### src/rtl/fb_draw_writer_pkg.sv
// fb_draw_writer_pkg: shared state encoding and framebuffer sizing helper.
package fb_draw_writer_pkg;
    typedef enum logic [2:0] {IDLE, CLEAR, START, DRAW, DONE} state_t;

    function automatic int fb_pixels(input int width, input int height);
        return width * height;
    endfunction
endpackage

### src/rtl/fb_draw_writer_if.sv
// fb_draw_writer_if: renderer pixel stream, sequence control and framebuffer write port.
interface fb_draw_writer_if
    import fb_draw_writer_pkg::*;
#(
    parameter int CORDW = 16,
    parameter int CIDXW = 4,
    parameter int FB_ADDRW = $clog2(fb_pixels(320, 180))
);
    logic frame_start;
    logic [CIDXW-1:0] bg_cidx;
    logic render_start;
    logic render_oe;
    logic signed [CORDW-1:0] px;
    logic signed [CORDW-1:0] py;
    logic [CIDXW-1:0] pcidx;
    logic pdrawing;
    logic render_done;
    logic mem_ready;
    logic fb_we;
    logic [FB_ADDRW-1:0] fb_addr;
    logic [CIDXW-1:0] fb_cidx;
    logic busy;
    logic done;

    modport master (
        input frame_start, bg_cidx, px, py, pcidx, pdrawing, render_done, mem_ready,
        output render_start, render_oe, fb_we, fb_addr, fb_cidx, busy, done
    );
    modport slave (
        output frame_start, bg_cidx, px, py, pcidx, pdrawing, render_done, mem_ready,
        input render_start, render_oe, fb_we, fb_addr, fb_cidx, busy, done
    );
endinterface

### src/rtl/fb_clip_addr.sv
// fb_clip_addr: registered clip test and y*width+x address for one pixel, stalled by en.
module fb_clip_addr #(
    parameter int CORDW = 16,
    parameter int CIDXW = 4,
    parameter int FB_WIDTH = 320,
    parameter int FB_HEIGHT = 180,
    parameter int FB_ADDRW = 16
) (
    input logic clk,
    input logic rst,
    input logic en,
    input logic valid,
    input logic signed [CORDW-1:0] x,
    input logic signed [CORDW-1:0] y,
    input logic [CIDXW-1:0] cidx,
    output logic out_valid,
    output logic out_hit,
    output logic [FB_ADDRW-1:0] out_addr,
    output logic [CIDXW-1:0] out_cidx
);
    localparam int PW = CORDW + FB_ADDRW;
    logic hit;
    logic [FB_ADDRW-1:0] addr;

    assign hit = int'(x) >= 0 && int'(x) < FB_WIDTH && int'(y) >= 0 && int'(y) < FB_HEIGHT;
    assign addr = FB_ADDRW'(PW'($unsigned(y)) * PW'(FB_WIDTH) + PW'($unsigned(x)));

    always_ff @(posedge clk)
        if (rst) begin
            out_valid <= 1'b0;
            out_hit <= 1'b0;
            out_addr <= '0;
            out_cidx <= '0;
        end else if (en) begin
            out_valid <= valid;
            out_hit <= hit;
            out_addr <= addr;
            out_cidx <= cidx;
        end
endmodule

### src/rtl/fb_draw_writer.sv
// fb_draw_writer: clears the framebuffer, starts a renderer and writes its clipped pixels.
// Clear phase is built only when FB_DRAW_WRITER_CLEAR_EN is defined.
module fb_draw_writer
    import fb_draw_writer_pkg::*;
#(
    parameter int CORDW = 16,
    parameter int CIDXW = 4,
    parameter int FB_WIDTH = 320,
    parameter int FB_HEIGHT = 180,
    parameter int FB_ADDRW = $clog2(fb_pixels(FB_WIDTH, FB_HEIGHT))
) (
    input logic clk,
    input logic rst,
    fb_draw_writer_if.master bus
);
    localparam logic [FB_ADDRW-1:0] LAST = FB_ADDRW'(fb_pixels(FB_WIDTH, FB_HEIGHT) - 1);
    state_t st, nxt;
    logic [FB_ADDRW-1:0] clr, a1, a2;
    logic [CIDXW-1:0] bg_q, c1, c2;
    logic acc, v1, hit1, we2, seen, empty;

    assign acc = st == DRAW && bus.mem_ready && bus.pdrawing;
    // Stage 2 counts as empty when its write retires this cycle.
    assign empty = !acc && !v1 && (!we2 || bus.mem_ready);

    fb_clip_addr #(
        .CORDW(CORDW), .CIDXW(CIDXW), .FB_WIDTH(FB_WIDTH), .FB_HEIGHT(FB_HEIGHT), .FB_ADDRW(FB_ADDRW)
    ) u_clip (
        .clk(clk), .rst(rst), .en(bus.mem_ready), .valid(acc),
        .x(bus.px), .y(bus.py), .cidx(bus.pcidx),
        .out_valid(v1), .out_hit(hit1), .out_addr(a1), .out_cidx(c1)
    );

    always_ff @(posedge clk)
        if (rst) begin
            we2 <= 1'b0;
            a2 <= '0;
            c2 <= '0;
        end else if (bus.mem_ready) begin
            we2 <= v1 && hit1;
            a2 <= a1;
            c2 <= c1;
        end

    always_ff @(posedge clk) seen <= !rst && st == DRAW && (seen || bus.render_done);

`ifdef FB_DRAW_WRITER_CLEAR_EN
    localparam state_t FIRST = CLEAR;
    always_ff @(posedge clk) begin
        clr <= (rst || st != CLEAR) ? '0 : clr + FB_ADDRW'(bus.mem_ready);
        if (rst) bg_q <= '0;
        else if (st == IDLE && bus.frame_start) bg_q <= bus.bg_cidx;
    end
`else
    localparam state_t FIRST = START;
    assign clr = '0;
    assign bg_q = '0;
`endif

    always_ff @(posedge clk) st <= rst ? IDLE : nxt;

    always_comb begin
        nxt = st;
        case (st)
            IDLE: nxt = bus.frame_start ? FIRST : IDLE;
            CLEAR: nxt = bus.mem_ready && clr == LAST ? START : CLEAR;
            START: nxt = DRAW;
            DRAW: nxt = (seen || bus.render_done) && empty ? DONE : DRAW;
            default: nxt = IDLE;
        endcase
    end

    always_comb begin
        bus.render_start = st == START;
        bus.render_oe = st == DRAW && bus.mem_ready;
        bus.busy = st != IDLE;
        bus.done = st == DONE;
        bus.fb_we = bus.mem_ready && (st == CLEAR || we2);
        bus.fb_addr = st == CLEAR ? clr : a2;
        bus.fb_cidx = st == CLEAR ? bg_q : c2;
    end
endmodule

### src/flat_wrapper.sv
// flat-port wrapper written by rule: the top's interface ports become plain ports
module fb_draw_writer_flat import fb_draw_writer_pkg::*;
#(
    parameter int CORDW = 16,
    parameter int CIDXW = 4,
    parameter int FB_WIDTH = 320,
    parameter int FB_HEIGHT = 180,
    parameter int FB_ADDRW = $clog2(fb_pixels(FB_WIDTH, FB_HEIGHT))
)
  (clk, rst, bus_frame_start, bus_bg_cidx, bus_px, bus_py, bus_pcidx, bus_pdrawing, bus_render_done, bus_mem_ready, bus_render_start, bus_render_oe, bus_fb_we, bus_fb_addr, bus_fb_cidx, bus_busy, bus_done);
  fb_draw_writer_if #(.CORDW(CORDW), .CIDXW(CIDXW), .FB_ADDRW(FB_ADDRW)) bus_i ();
  input logic clk;
  input logic rst;
  input wire logic [$bits(bus_i.frame_start)-1:0] bus_frame_start;
  input wire logic [$bits(bus_i.bg_cidx)-1:0] bus_bg_cidx;
  input wire logic [$bits(bus_i.px)-1:0] bus_px;
  input wire logic [$bits(bus_i.py)-1:0] bus_py;
  input wire logic [$bits(bus_i.pcidx)-1:0] bus_pcidx;
  input wire logic [$bits(bus_i.pdrawing)-1:0] bus_pdrawing;
  input wire logic [$bits(bus_i.render_done)-1:0] bus_render_done;
  input wire logic [$bits(bus_i.mem_ready)-1:0] bus_mem_ready;
  output wire logic [$bits(bus_i.render_start)-1:0] bus_render_start;
  output wire logic [$bits(bus_i.render_oe)-1:0] bus_render_oe;
  output wire logic [$bits(bus_i.fb_we)-1:0] bus_fb_we;
  output wire logic [$bits(bus_i.fb_addr)-1:0] bus_fb_addr;
  output wire logic [$bits(bus_i.fb_cidx)-1:0] bus_fb_cidx;
  output wire logic [$bits(bus_i.busy)-1:0] bus_busy;
  output wire logic [$bits(bus_i.done)-1:0] bus_done;
  assign bus_i.frame_start = bus_frame_start;
  assign bus_i.bg_cidx = bus_bg_cidx;
  assign bus_i.px = bus_px;
  assign bus_i.py = bus_py;
  assign bus_i.pcidx = bus_pcidx;
  assign bus_i.pdrawing = bus_pdrawing;
  assign bus_i.render_done = bus_render_done;
  assign bus_i.mem_ready = bus_mem_ready;
  assign bus_render_start = bus_i.render_start;
  assign bus_render_oe = bus_i.render_oe;
  assign bus_fb_we = bus_i.fb_we;
  assign bus_fb_addr = bus_i.fb_addr;
  assign bus_fb_cidx = bus_i.fb_cidx;
  assign bus_busy = bus_i.busy;
  assign bus_done = bus_i.done;
  fb_draw_writer #(.CORDW(CORDW), .CIDXW(CIDXW), .FB_WIDTH(FB_WIDTH), .FB_HEIGHT(FB_HEIGHT), .FB_ADDRW(FB_ADDRW)) u_core (.clk(clk), .rst(rst), .bus(bus_i));
endmodule
### config.mk
export PLATFORM = sky130hd
export DESIGN_NAME = fb_draw_writer_flat
export DESIGN_NICKNAME = d
export VERILOG_FILES = /design/src/rtl/fb_draw_writer_pkg.sv /design/src/rtl/fb_draw_writer_if.sv /design/src/rtl/fb_clip_addr.sv /design/src/rtl/fb_draw_writer.sv /design/src/flat_wrapper.sv
export SDC_FILE = /design/constraint.sdc
export NUM_CORES = 1
export LEC_CHECK = 0
export ABC_AREA = 0
export CELL_PAD_IN_SITES_DETAIL_PLACEMENT = 0
export CELL_PAD_IN_SITES_GLOBAL_PLACEMENT = 1
export CORE_MARGIN = 2
export CORE_UTILIZATION = 39
export CTS_BUF_LIST = sky130_fd_sc_hd__clkbuf_16
export DETAILED_ROUTE_END_ITERATION = 8
export PLACE_DENSITY = 0.86
export SKIP_CTS_REPAIR_TIMING = 1
export SLEW_MARGIN = 20
export SYNTH_ARGS = -nofsm -noshare
export SYNTH_HDL_FRONTEND = slang
export SYNTH_SLANG_ARGS = --single-unit
### constraint.sdc
create_clock -name clk -period 4.7 [get_ports clk]
set_input_delay 0.94 -clock clk [delete_from_list [all_inputs] [get_ports clk]]
set_output_delay 0.94 -clock clk [all_outputs]
set_load 0.02 [all_outputs]
Word-level counts from Yosys, hierarchy flattened
Index checks and enable logic that the tools add are counted.
- add/subtract/negate cells: 1
- reductions and logical operators: 21
- magnitude comparators: 4
- $mul: 1
- mux-type cells: 5
- equal/unequal tests: 4
- operators by type and width (operator ; count):
    16-bit by 1-bit greater-or-equal comparator with 1-bit output, second input constant ; 2
    16-bit adder ; 1
    16-bit by 10-bit < comparator with 1-bit output, second input constant ; 1
    16-bit by 9-bit < comparator with 1-bit output, second input constant ; 1
    16-bit by 3-bit multiplier with 10-bit output, second input constant ; 1
    16-bit two-way mux ; 1
    1-bit logical AND ; 12
    3-bit case mux with 4 select lines ; 1
    3-bit by 2-bit equality test with 1-bit output, second input constant ; 2
    1-bit logical NOT ; 4
    4-bit two-way mux ; 1
    3-bit by 1-bit equality test with 1-bit output, second input constant ; 1
    3-bit equality test, second input constant ; 1
    3-bit logical NOT ; 1
    1-bit logical OR ; 3
    3-bit two-way mux ; 1
    3-bit nonzero test ; 1
    2-bit two-way mux ; 1
- word-level logic and storage cells: 45
- output and inout bits: 25
- input port bits: 46
- register bits: 47

Longest topological paths before layout
- depth in word-level cells: 9
- mapped depth: 13
- gate-level depth less buffers: 13

Modules after synthesis
From an unflattened synthesis, not the netlist that was laid out.
- cell total of the unflattened synthesis: 281
- area total of the unflattened synthesis: 2655.0 um^2
- modules (own cells, without submodules) (module ; area each (um^2) ; instances ; seq. area each (um^2) ; cells an instance):
    fb_clip_addr ; 1536.5 ; 1 ; 440.4 ; 166
    fb_draw_writer ; 1118.6 ; 1 ; 500.5 ; 115

Least setup slack after synthesis
OpenSTA, ideal clock, no wires.
- kind: input to register
- start: input port bus_py[1]
- end: register u_core.u_clip.out_addr[13]
- setup time: 0.071 ns
- buffers on the path: 0
- slack: 1.313 ns
- data arrival time: 3.316 ns
- required time: 4.629 ns
- cell stages on the path: 11
- path through: ha_1 -> ha_1 -> inv_1 -> fa_1 -> inv_1 -> ha_1 -> nor2b_1 -> a311o_2 -> a31oi_1 -> mux2_1 -> a21oi_1
- word-level cells in the longest chain between the ends: 2
- RTL lines (item ; RTL line ; RTL):
    from (decl) ; flat_wrapper.sv:17 ; input wire logic [$bits(bus_i.py)-1:0] bus_py;
    16-bit by 3-bit multiplier with 10-bit output ; fb_clip_addr.sv:26 ; assign addr = FB_ADDRW'(PW'($unsigned(y)) * PW'(FB_WIDTH) + PW'($unsigned(x)));
    16-bit adder ; fb_clip_addr.sv:26 ;
    to (signal assigned) ; fb_clip_addr.sv:37 ; out_addr <= addr;
    to (decl) ; fb_clip_addr.sv:18 ; output logic [FB_ADDRW-1:0] out_addr,
Every way passes these cells.
A chain may end at the register's enable or synchronous reset.

Worst setup path after layout
- start: input port bus_py[1]
- end: register u_core.u_clip.out_addr[14]
The elaborated chain is that of the path after synthesis.

==> impl_results.md <==
- Non-filler cells, final: approximately 430
- RSZ-0062 raised after global routing: no
- H-tree levels: 2
- Drc violations: 0
- Drt total wl: 5197 um
- R2R Setup Slk: 3.37 ns
- CP Max Fanout: 6
- Mapped Cells: between 200 and 300
- Crit path arrival time: just under 4 ns
- Worst slack, placed: 0.6404 ns
- DR pass1 iterations: 4
- F_max: ~260 MHz
- Asr flop ratio synth: 0
- Capture point of the worst reg-to-reg path: u_core.st[1]$_SDFF_PP0_
- Initial Util: 0.4090
- ANT cells: 0
- Buffers & Inverters on Critical Path: 2
- EDFF count, synth: 0
- Mapped cell area: between 2000 and 3000 um2
- Worst-Skew Late Latency: 0.28 ns
- Ys Warns: 0
- Commonest non-fill, non-tap cell in the layout: clkdlybuf4s50_1
- CP endpoint kind: flip-flop
- Share of layout cells above drive strength 1: 0.04585
- PwrDens: roughly 330 nW/um2
- FP Rows: 29
- Nets: approximately 420
- Most frequent cells in the layout: 64 x clkdlybuf4s50_1, 47 x dfxtp_1, 43 x nor2_1, 36 x mux2i_1, 24 x nor2b_1
- Worst Hold Class: flip-flop to flip-flop
- Critical Path Source Type: primary input
- Critical-path top delay cell: clkdlybuf4s50_1
- WP data required: just under 5 ns
- Dpl cells: 418
- Final WS setup: approximately 0.9 ns
- Die area: around 7400 um2
- Status: finished clean
- Initial antenna violation count: 0
- Setup CP Type: primary input to flip-flop
- Syn avg cell area: 9.235 um2
- Count of cell types in the netlist: 43
- Seq/Total Area, Yosys: 0.3562
- All-Layer GR Usage: 0.1451
- Hold Fails Final Rpt: 0
- R2R Path Start: u_core.st[1]$_SDFF_PP0_
- Largest net degree at the start of global routing: 54
- Register clock-pin slew on the reported worst setup and hold paths: about 0.060 ns
- Core area: between 6000 and 7000 um2
- Sink Count: 47
- Die Y: approximately 86 um
- Vias in the first global route: between 2k and 2.5k
- Family with the most delay on the worst path: adder cells
- DRT iter0 DRCs: 90
- Die width: 86.30 um
- First-pass GRT wire length: about 9000 um
- Worst path max stage delay: between 0.4 and 0.5 ns
- Total number of vias: between 2k and 2.5k
- Rel. slew slack: 0.4152
- Area grow syn2layout: 33.06%
- Fin crit period: 3.775 ns
- Vias per cell: 4.948
- Drt wl/cell: 12.20 um
- LEAKAGE: approximately 0.0015 uW
- Final worst-path cycle share: 0.8031
- HPWL Detailed: between 3000 and 4000 um
- Num ports: approximately 70
- Crit-path cells: clkdlybuf4s50_1 > ha_1 > ha_1 > inv_1 > fa_1 > nor2b_4 > o21ai_0 > a21boi_1 > ha_1 > a21o_1 > o32ai_1 > a21oi_1 > xnor2_1 > a211oi_1
- GRT overflow: 0
- Reg2Reg Depth: 6
- Syn nets: around 360
- Worst slew pin tran: about 0.88 ns
- Root Buffer: clkbuf_16
- Num CTS Buffers: 5
- Port bufs: between 60 and 70
- Setup_tns: 0 ns
- Max-cap violations: 0
- Placer Congestion: just under 0.8
- Skew final: approximately 0.0042 ns
- #FFs+latches synth: 47
- Hold Startpoint: u_core.u_clip.out_hit$_SDFFE_PP0P_
- Setup Viol. Count Final: 0
- CTS tree: yes
- Worst hold endpoint: u_core.u_clip.out_hit$_SDFFE_PP0P_
- Worst hold path depth: 2
- Routed Antenna Nets: 0
- Pins Over Slew Limit: 0
- Most numerous cell on the critical path: ha_1
- Clock Tree Buf Depth: 2
- Peak VDD IR: 0.2531 mV
- Top_reg_cell synth: dfxtp_1
cell usage after synthesis, types with 2 or more instances:
master / n / share of area
a211oi_1: 3 / 0.0085
a21boi_1: 2 / 0.0057
a21o_1: 4 / 0.011
a21oi_1: 11 / 0.021
and3_1: 2 / 0.0047
buf_1: 2 / 0.0028
buf_2: 4 / 0.0076
clkbuf_1: 6 / 0.0085
dfxtp_1: 47 / 0.36
fa_1: 2 / 0.015
ha_1: 22 / 0.10
inv_1: 11 / 0.016
mux2i_1: 36 / 0.14
nand2_1: 5 / 0.0071
nand2b_1: 7 / 0.017
nand3_1: 3 / 0.0057
nor2_1: 43 / 0.061
nor2b_1: 24 / 0.057
nor3_1: 8 / 0.015
nor3b_1: 4 / 0.011
nor4_1: 3 / 0.0071
o21a_1: 4 / 0.011
o21ai_0: 3 / 0.0057
xnor2_1: 11 / 0.036
kinds of logic (layout without fill, tap and decap cells):
family	count (synthesis)	after routing	synth area share
mux	37	37	0.1407
fa+ha+maj	24	24	0.1194
simple gates	105	105	0.2070
compound gates	37	37	0.09948
buf+inv	24	87	0.03742
flops	47	47	0.3562
xor+xnor	12	12	0.03979
final cells by class:
type | count | area [um2]
multi-input combinational | 215 | 1607
inverter | 11 | 41.29
fill | 627 | 2944
timing repair buffer | 68 | 665.6
tap | 77 | 96.34
sequential | 47 | 940.9
clock buffer | 5 | 125.1
clock inverter | 3 | 38.79
routing by layer:
metal	GRT usage	share of wire	vias to the layer above	routed length, um
met1	0.1829	0.48	962	2473
met3	0.03048	0.044	2	229
met2	0.2586	0.48	34	2478
met5	0	0	-	0
met4	0.02557	0.0031	0	16
li1	-	-	1110	-
registers in the layout, indices dropped and copies added (netlist names):
register	count
u_core.we2	1
u_core.c2	4
u_core.st	3
u_core.a2	16
u_core.u_clip.out_cidx	4
u_core.u_clip.out_addr	16
u_core.u_clip.out_hit	1
u_core.u_clip.out_valid	1
u_core.seen	1
report_power, final:
| group | switching [uW] | internal, uW |
|---|---|---|
| sequential | 17.5 | 430 |
| clock | 134 | 248 |
| combinational | 157 | 169 |
| total | 308 | 847 |
worst max path at each step:
stage | start | endpoint | slack, ns | cells after the start
final | bus_py[1] | u_core.u_clip.out_addr[14]$_SDFFE_PP0P_ | 0.93 | 14
after global routing | bus_py[1] | u_core.u_clip.out_addr[14]$_SDFFE_PP0P_ | 0.74 | 14
after CTS | bus_py[1] | u_core.u_clip.out_addr[14]$_SDFFE_PP0P_ | 0.92 | 14
after detailed placement | bus_py[1] | u_core.u_clip.out_addr[14]$_SDFFE_PP0P_ | 0.64 | 14
after global placement | bus_py[1] | u_core.u_clip.out_addr[14]$_SDFFE_PP0P_ | 0.68 | 14
after floorplan | bus_py[1] | u_core.u_clip.out_addr[13]$_SDFFE_PP0P_ | 1.31 | 11
through the flow:
step | hold WS, ns | util | instance area [um2] | total power [uW]
floorplan | 0.4450 | - | 2641 | 680.0
global placement | 0.4618 | 0.5188 | 3351 | 779.3
detailed placement | 0.4666 | 0.5188 | 3351 | 783.8
CTS | 0.4776 | 0.5442 | 3515 | 1172
global route | 0.4903 | 0.5442 | 3515 | 1226
finish | 0.4715 | 0.5442 | 3515 | 1155
tightest hold or removal path: stages (launching register included):
cell	delay, ns
dfxtp_1	0.31
nand2b_1	0.06
a21oi_1	0.05
(Power assumes the default switching activity.)
